**config.mk**
```make
export PLATFORM = sky130hd
export DESIGN_NAME = pc_stack_reg
export DESIGN_NICKNAME = d
export VERILOG_FILES = /design/src/rtl/pc_stack_reg.sv
export SDC_FILE = /design/constraint.sdc
export NUM_CORES = 1
export LEC_CHECK = 0
export ABC_AREA = 1
export CAP_MARGIN = 25
export CORE_ASPECT_RATIO = 1.1
export CORE_UTILIZATION = 55
export CTS_CLUSTER_SIZE = 30
export DETAILED_ROUTE_END_ITERATION = 16
export GPL_TIMING_DRIVEN = 0
export MAX_ROUTING_LAYER = met4
export PLACE_DENSITY_LB_ADDON = 0.3
export SLEW_MARGIN = 20
export SYNTH_ARGS = -nofsm -noshare
export SYNTH_HDL_FRONTEND = slang
export SYNTH_SLANG_ARGS = --single-unit
```
**constraint.sdc**
```tcl
create_clock -name clk -period 3 [get_ports clk]
set_input_delay 0.3 -clock clk [delete_from_list [all_inputs] [get_ports clk]]
set_output_delay 0.3 -clock clk [all_outputs]
set_load 0.02 [all_outputs]
```
**src/rtl/pc_stack_reg.sv**
```systemverilog
// rtl/pc_stack_reg.sv - program counter with step, decrement and return-address stack
module pc_stack_reg #(
  parameter int WIDTH     = 8,
  parameter int DEPTH     = 4,
  parameter int STEP      = 1,
  parameter int RESET_VAL = 0,
  localparam int SPW      = ($clog2(DEPTH + 1) < 1) ? 1 : $clog2(DEPTH + 1)
) (
  input  logic             clk,
  input  logic             reset,
  input  logic [WIDTH-1:0] data_in,
  input  logic             load,
  input  logic             call,
  input  logic             ret,
  input  logic             inc,
  input  logic             dec,
  input  logic             clear,
  input  logic             err_clr,
  output logic [WIDTH-1:0] value,
  output logic [SPW-1:0]   sp,
  output logic             full,
  output logic             empty,
  output logic             overflow,
  output logic             underflow
);

  localparam int             AW       = (DEPTH > 1) ? $clog2(DEPTH) : 1;
  localparam logic [WIDTH-1:0] STEP_W = WIDTH'(STEP);
  localparam logic [WIDTH-1:0] RST_W  = WIDTH'(RESET_VAL);
  localparam logic [SPW-1:0]   DEPTH_SP = SPW'(DEPTH);

  logic [WIDTH-1:0] r_value;
  logic [SPW-1:0]   r_sp;
  logic             r_overflow;
  logic             r_underflow;
  logic [WIDTH-1:0] r_stack [DEPTH];

  logic             w_full;
  logic             w_empty;
  logic [SPW-1:0]   w_sp_dec;
  logic [AW-1:0]    w_push_idx;
  logic [AW-1:0]    w_pop_idx;
  logic             w_push;

  assign w_full     = (r_sp == DEPTH_SP);
  assign w_empty    = (r_sp == '0);
  assign w_sp_dec   = r_sp - SPW'(1);
  assign w_push_idx = r_sp[AW-1:0];
  assign w_pop_idx  = w_sp_dec[AW-1:0];
  // A push happens only when call wins priority and there is room.
  assign w_push     = !load && call && !w_full;

  assign value     = r_value;
  assign sp        = r_sp;
  assign full      = w_full;
  assign empty     = w_empty;
  assign overflow  = r_overflow;
  assign underflow = r_underflow;

  // Stack storage: plain RAM, contents irrelevant while unoccupied so no reset.
  always_ff @(posedge clk) begin
    if (w_push) begin
      r_stack[w_push_idx] <= r_value + STEP_W;
    end
  end

  // Counter, stack pointer and sticky flags; one prioritised command per cycle.
  always_ff @(posedge clk or posedge reset) begin
    if (reset) begin
      r_value     <= RST_W;
      r_sp        <= '0;
      r_overflow  <= 1'b0;
      r_underflow <= 1'b0;
    end else begin
      // err_clr first so a same-cycle error event below overrides it.
      if (err_clr) begin
        r_overflow  <= 1'b0;
        r_underflow <= 1'b0;
      end
      if (load) begin
        r_value <= data_in;
      end else if (call) begin
        if (w_full) begin
          r_overflow <= 1'b1;
        end else begin
          r_value <= data_in;
          r_sp    <= r_sp + SPW'(1);
        end
      end else if (ret) begin
        if (w_empty) begin
          r_underflow <= 1'b1;
        end else begin
          r_value <= r_stack[w_pop_idx];
          r_sp    <= w_sp_dec;
        end
      end else if (inc) begin
        r_value <= r_value + STEP_W;
      end else if (dec) begin
        r_value <= r_value - STEP_W;
      end else if (clear) begin
        r_value <= RST_W;
        r_sp    <= '0;
      end
    end
  end

endmodule

```
# Word-level counts from Yosys, hierarchy flattened
# Memories as Yosys holds them, arrays and structs flattened.
# Cells that the tools add are included.
classes:
  n_addsub: 4
  eq_ne: 7
  mux: 26
  n_bitwise: 1
  n_reduce_logical: 9
ops:
  columns: ["operator", "n"]
  rows:
  - ["8-bit 2-to-1 mux", 8]
  - ["3-bit 2-to-1 mux", 7]
  - ["3-bit inequality test (second input constant)", 4]
  - ["1-bit 2-to-1 mux", 11]
  - ["8-bit by 1-bit adder with 8-bit output (second input constant)", 1]
  - ["8-bit by 1-bit subtractor with 8-bit output (second input constant)", 1]
  - ["6-bit AND reduction", 1]
  - ["6-bit nonzero test", 1]
  - ["4-bit inequality test (second input constant)", 1]
  - ["3-bit by 1-bit adder with 3-bit output (second input constant)", 1]
  - ["3-bit == test (second input constant)", 1]
  - ["3-bit logical NOT", 1]
  - ["3-bit AND reduction", 1]
  - ["3-bit nonzero test", 1]
  - ["3-bit by 1-bit subtractor with 3-bit output (second input constant)", 1]
  - ["1-bit logical AND", 2]
  - ["1-bit logical NOT", 2]
  - ["2-bit inequality test (second input constant)", 1]
  - ["1-bit inverter", 1]
word_totals:
  reg_bits: 13
  mem_bits_rw: 32
  inputBits: 17
  output_inout_bits: 15
  elab_cells: 52
  mem_count: 1
memory_table:
  columns: ["name", "depth", "width", "read_ports", "rd_ports_with_merged_regs", "wr", "line", "rtl"]
  rows:
  - ["r_stack", 4, 8, 1, 0, 1, "36", "logic [WIDTH-1:0] r_stack [DEPTH];"]

# Logic depth before layout (Yosys ltp)
# Gate-level depths: netlist of run 1.
logic_depth:
  depth_word: 6
  depth_mapped: 12

# Least setup slack after synthesis of run 1
# No wires, ideal clock.
synth_path:
  kind: "reg-to-reg"
  start: "reg r_sp[0], in the netlist sp[0]"
  end: "mem r_stack[1][0] (enable)"
  t_arrival_ns: 2.049
  setup_slack_ns: 0.580
  path_stages_with_launch: 9
  n_path_buf: 2
  synth_period_minus_slack_ns: 2.420
  cell_sequence: "dfrtp_1 buf_2 inv_2 buf_4 ha_1 ha_1 inv_1 nand3_1 nor2_1"
synth_between:
  elab_chain_len: 5
synth_lines:
  columns: ["element", "line", "rtl"]
  rows:
  - ["from (decl)", "33", "logic [SPW-1:0] r_sp;"]
  - ["from (signal assigned)", "87", "r_sp <= r_sp + SPW'(1);"]
  - ["from (signal assigned)", "94", "r_sp <= w_sp_dec;"]
  - ["3-bit == test", "45", "assign w_full = (r_sp == DEPTH_SP);"]
  - ["via full", "21", "output logic full,"]
  - ["1-bit logical NOT", "51", "assign w_push = !load && call && !w_full;"]
  - ["1-bit logical AND", "51", null]
  - ["1-bit 2-to-1 mux", "62", "if (w_push) begin"]
  - ["1-bit 2-to-1 mux (implied by the code)", "63", "r_stack[w_push_idx] <= r_value + STEP_W;"]
  - ["to (decl)", "36", null]
# The timed path passes the listed nets, and every way through them passes these cells.

# Final worst setup path of run 1
layout_path:
  start: "reg r_sp[0], in the netlist sp[0]"
  end: "mem r_stack[3][0] (enable)"
layout_between:
  elab_chain_len: 5
layout_lines:
  columns: ["element", "line"]
  rows:
  - ["3-bit == test", "45"]
  - ["1-bit logical NOT", "51"]
  - ["1-bit logical AND", "51"]
  - ["1-bit 2-to-1 mux", "62"]
  - ["1-bit 2-to-1 mux (implied by the code)", "63"]
# Parallel ways exist; a longest one is shown, timed or not.

==> results of run 1 <==
metrics by stage:
step / hold slack, ns / area [sq um] / instances
after global routing: 0.357 / 2950 / 375
after detailed placement: 0.493 / 2840 / 367
final: 0.354 / 2950 / 375
after CTS: 0.350 / 2950 / 375
after floorplan: 0.177 / 2480 / 284
after global placement: 0.487 / 2840 / 367
power groups by stage:
stage	logic, mW	registers [mW]	clock network [mW]
after floorplan	0.718	0.970	0
after global placement	1.13	0.914	0
after detailed placement	1.15	0.917	0
after CTS	1.16	0.905	0.445
after global routing	1.29	0.919	0.464
final	1.17	0.906	0.442
cells in the final DEF (no fill, tap or decap), types with 2 or more instances in the layout:
cell type        instances
nand2_1                 63
nor2_1                  41
edfxtp_1                32
clkdlybuf4s50_1         29
inv_1                   28
o21ai_0                 22
a21oi_1                 17
dfrtp_1                 13
nand3_1                 12
ha_1                     8
o21ai_1                  7
o22ai_1                  6
buf_2                    5
inv_2                    5
clkbuf_8                 5
nor2_4                   3
buf_6                    2
clkbuf_1                 2
and2_1                   2
xor2_1                   2
or2_1                    2
a22oi_2                  2
worst max-delay path by stage:
stage	cells after the start	endpoint	startpoint
6_report	8	r_stack[3][0]	sp[0]
4_1_cts	8	r_stack[3][0]	sp[0]
3_5_place_dp	8	r_stack[3][7]	sp[0]
2_1_floorplan	8	r_stack[1][0]	sp[0]
3_3_place_gp	8	r_stack[0][7]	sp[0]
5_1_grt	8	r_stack[3][0]	sp[0]
cell type report:
class,count,share of cell area (%)
multi-input combinational,197,34.3
clock inverter,2,1.19
inverter,33,4.21
timing repair buffer,29,9.86
sequential,45,43.7
clock buffer,6,2.46
buffer,9,2.00
tap,54,2.29
sequential cells by signal (all words and copies together) (netlist names):
name,cells
value,8
sp,3
underflow,1
overflow,1
r_stack,32
per-layer routing:
metal	up-vias	routed length (microns)
met5	-	0
met4	0	78
met3	9	238
met2	62	2650
met1	960	2250
li1	1007	-
worst max-delay path, delay by kind of cell (launching register included):
kind	cells	cell delay, ns
fa+ha+maj	2	0.49
buf+inv	4	0.60
flops	1	0.40
simple gates	2	0.85
logic make-up (layout without fill, tap and decap cells):
| group | after synthesis | in the layout | synth area share [%] |
|---|---|---|---|
| AND/OR/NAND/NOR | 127 | 127 | 22.1 |
| flip-flops | 45 | 45 | 51.9 |
| buffers and inverters | 42 | 79 | 7.37 |
| adder cells (fa/ha/maj) | 8 | 8 | 4.04 |
| XOR/XNOR | 3 | 3 | 1.06 |
| AO/OA/AOI/OAI | 59 | 59 | 13.6 |
==> metrics, run 1 <==
status complete, no violations; die height 72.4 microns; synthesized flop and latch total 45; post-synth top area cell edfxtp_1; synth top area cells edfxtp_1, dfrtp_1, nand2_1, nor2_1, o21ai_0; CP cell instances buf_2 > inv_2 > buf_4 > ha_1 > ha_1 > inv_1 > nand3_1 > nor2_1; Yosys cell types 31; vias in the first global route between 1,500 and 2,000; CTS Root Buffer Type clkbuf_8; antenna violations before repair 0; Clock transition at path regs around 0.08 ns; number of port buffers 29; M2 GR Usage around two fifths; combinational share of power between 40 and 50%; final worst-path cycle share 90.4%; Sequential cell area roughly 0.0013 sq mm; Bufs on Longest Clock Path 2; Post-Place Setup Slack 0.321 ns; Cell Pwr Density around 850 mW/mm^2; Die Span X 66.0 microns; CTS buffer count 5; power share of the clock group 17.6%; routed vias/inst about 5.4; H-tree levels 2; top post-synthesis cells by count nand2_1, nor2_1, edfxtp_1; share of cells above drive strength 1 a little under a tenth; total gr overflow 0; pin count of the biggest net entering global routing 15; Switching Fraction 40.0%; Fill cells approximately 360; DRC viols 0; Clock Sinks 45; Final WS setup approximately 0.29 ns; wire per inst between 10 and 15 microns; sw power 1.01 mW; Initial DRC Count between 100 and 150; CP max-delay cell nor2_1; Worst-Margin Slew between 0.8 and 0.9 ns; internal power ~1.5 mW; first-pass GRT wire length approximately 8.7 mm; Req. time, crit path 2.92 ns; Critical Path Start Type register; Initial DRT Pass Iterations 4; max cap viols 0; Worst Hold Class primary input to async pin; CTS tree built; max_slew headroom 45.8%; Post-DRT Antenna Nets 0; die area about 0.0048 sq mm; ys async rst share slightly below 30%; synth warn 0; total track usage between 20% and 30%; Post-Route WL 5.22 mm; global placement routability congestion about 0.9; post-layout util approximately 68%; sequential share of power a little over a third; Post-Syn Area per Cell between 8 and 9 sq um; Pleak ~1.2 nW; number of post-CTS setup repair buffers 0; post-CTS resize count 0; post-synthesis sequential area ratio 51.9%; Core Rows 25; Worst-Skew Late Latency between 0.2 and 0.3 ns; Peak Freq roughly 0.37 GHz; total vias in the final route slightly above 2,000; Nets around 350; Worst Setup End Kind register; syn_nets 309; IO Count 32; Setup CP Type register to register; crit path time final between 2 and 3 ns; multi-input logic area just over 0.001 sq mm; Initial Utilization 57.4%; cts hold-fix bufs 0; count leader, synth nand2_1; R2R cell count 8; synthesized instance count roughly 280; Synth Flop Type edfxtp_1; met1 Track Usage GR between 30% and 40%; largest fanout on the critical path 11; ant diodes 0; Top Usage Layer GRT met2; core area roughly 0.0043 sq mm; reg2reg end r_stack[3][0]; hold violation count in the final report 0; hpwl dp 3.80 mm; Crit path top cell by count ha_1; skew final roughly 0.0052 ns; Layout area overhead 18.8%; worst reg2reg startpoint sp[0]; Mapped Area between 0.002 and 0.0025 sq mm; Worst path max stage delay 0.68 ns; Global Route met3 Usage around 3.6%; Max Slew Vio Count 0; setup TNS 0 ns; VDD IR max between 0.6 and 0.7 mV; Yosys top cell area share a little under 40%; Final setup viols 0; RSZ-0062 raised after global routing no; worst reg2reg setup slack ~0.29 ns; Post-synth EDFFs 32; overall power ~2.5 mW; WP data arrival 2.64 ns
No activity file was read; power rests on OpenSTA's default activity.
==> run 2: changes to the inputs <==
--- a/config.mk
+++ b/config.mk
@@ -14,7 +14,6 @@
 export GPL_TIMING_DRIVEN = 0
 export MAX_ROUTING_LAYER = met4
 export PLACE_DENSITY_LB_ADDON = 0.3
-export SLEW_MARGIN = 20
 export SYNTH_ARGS = -nofsm -noshare
 export SYNTH_HDL_FRONTEND = slang
 export SYNTH_SLANG_ARGS = --single-unit
==> results of run 2 <==
No change in the layout: final DEF, timing and power equal those of run 1.
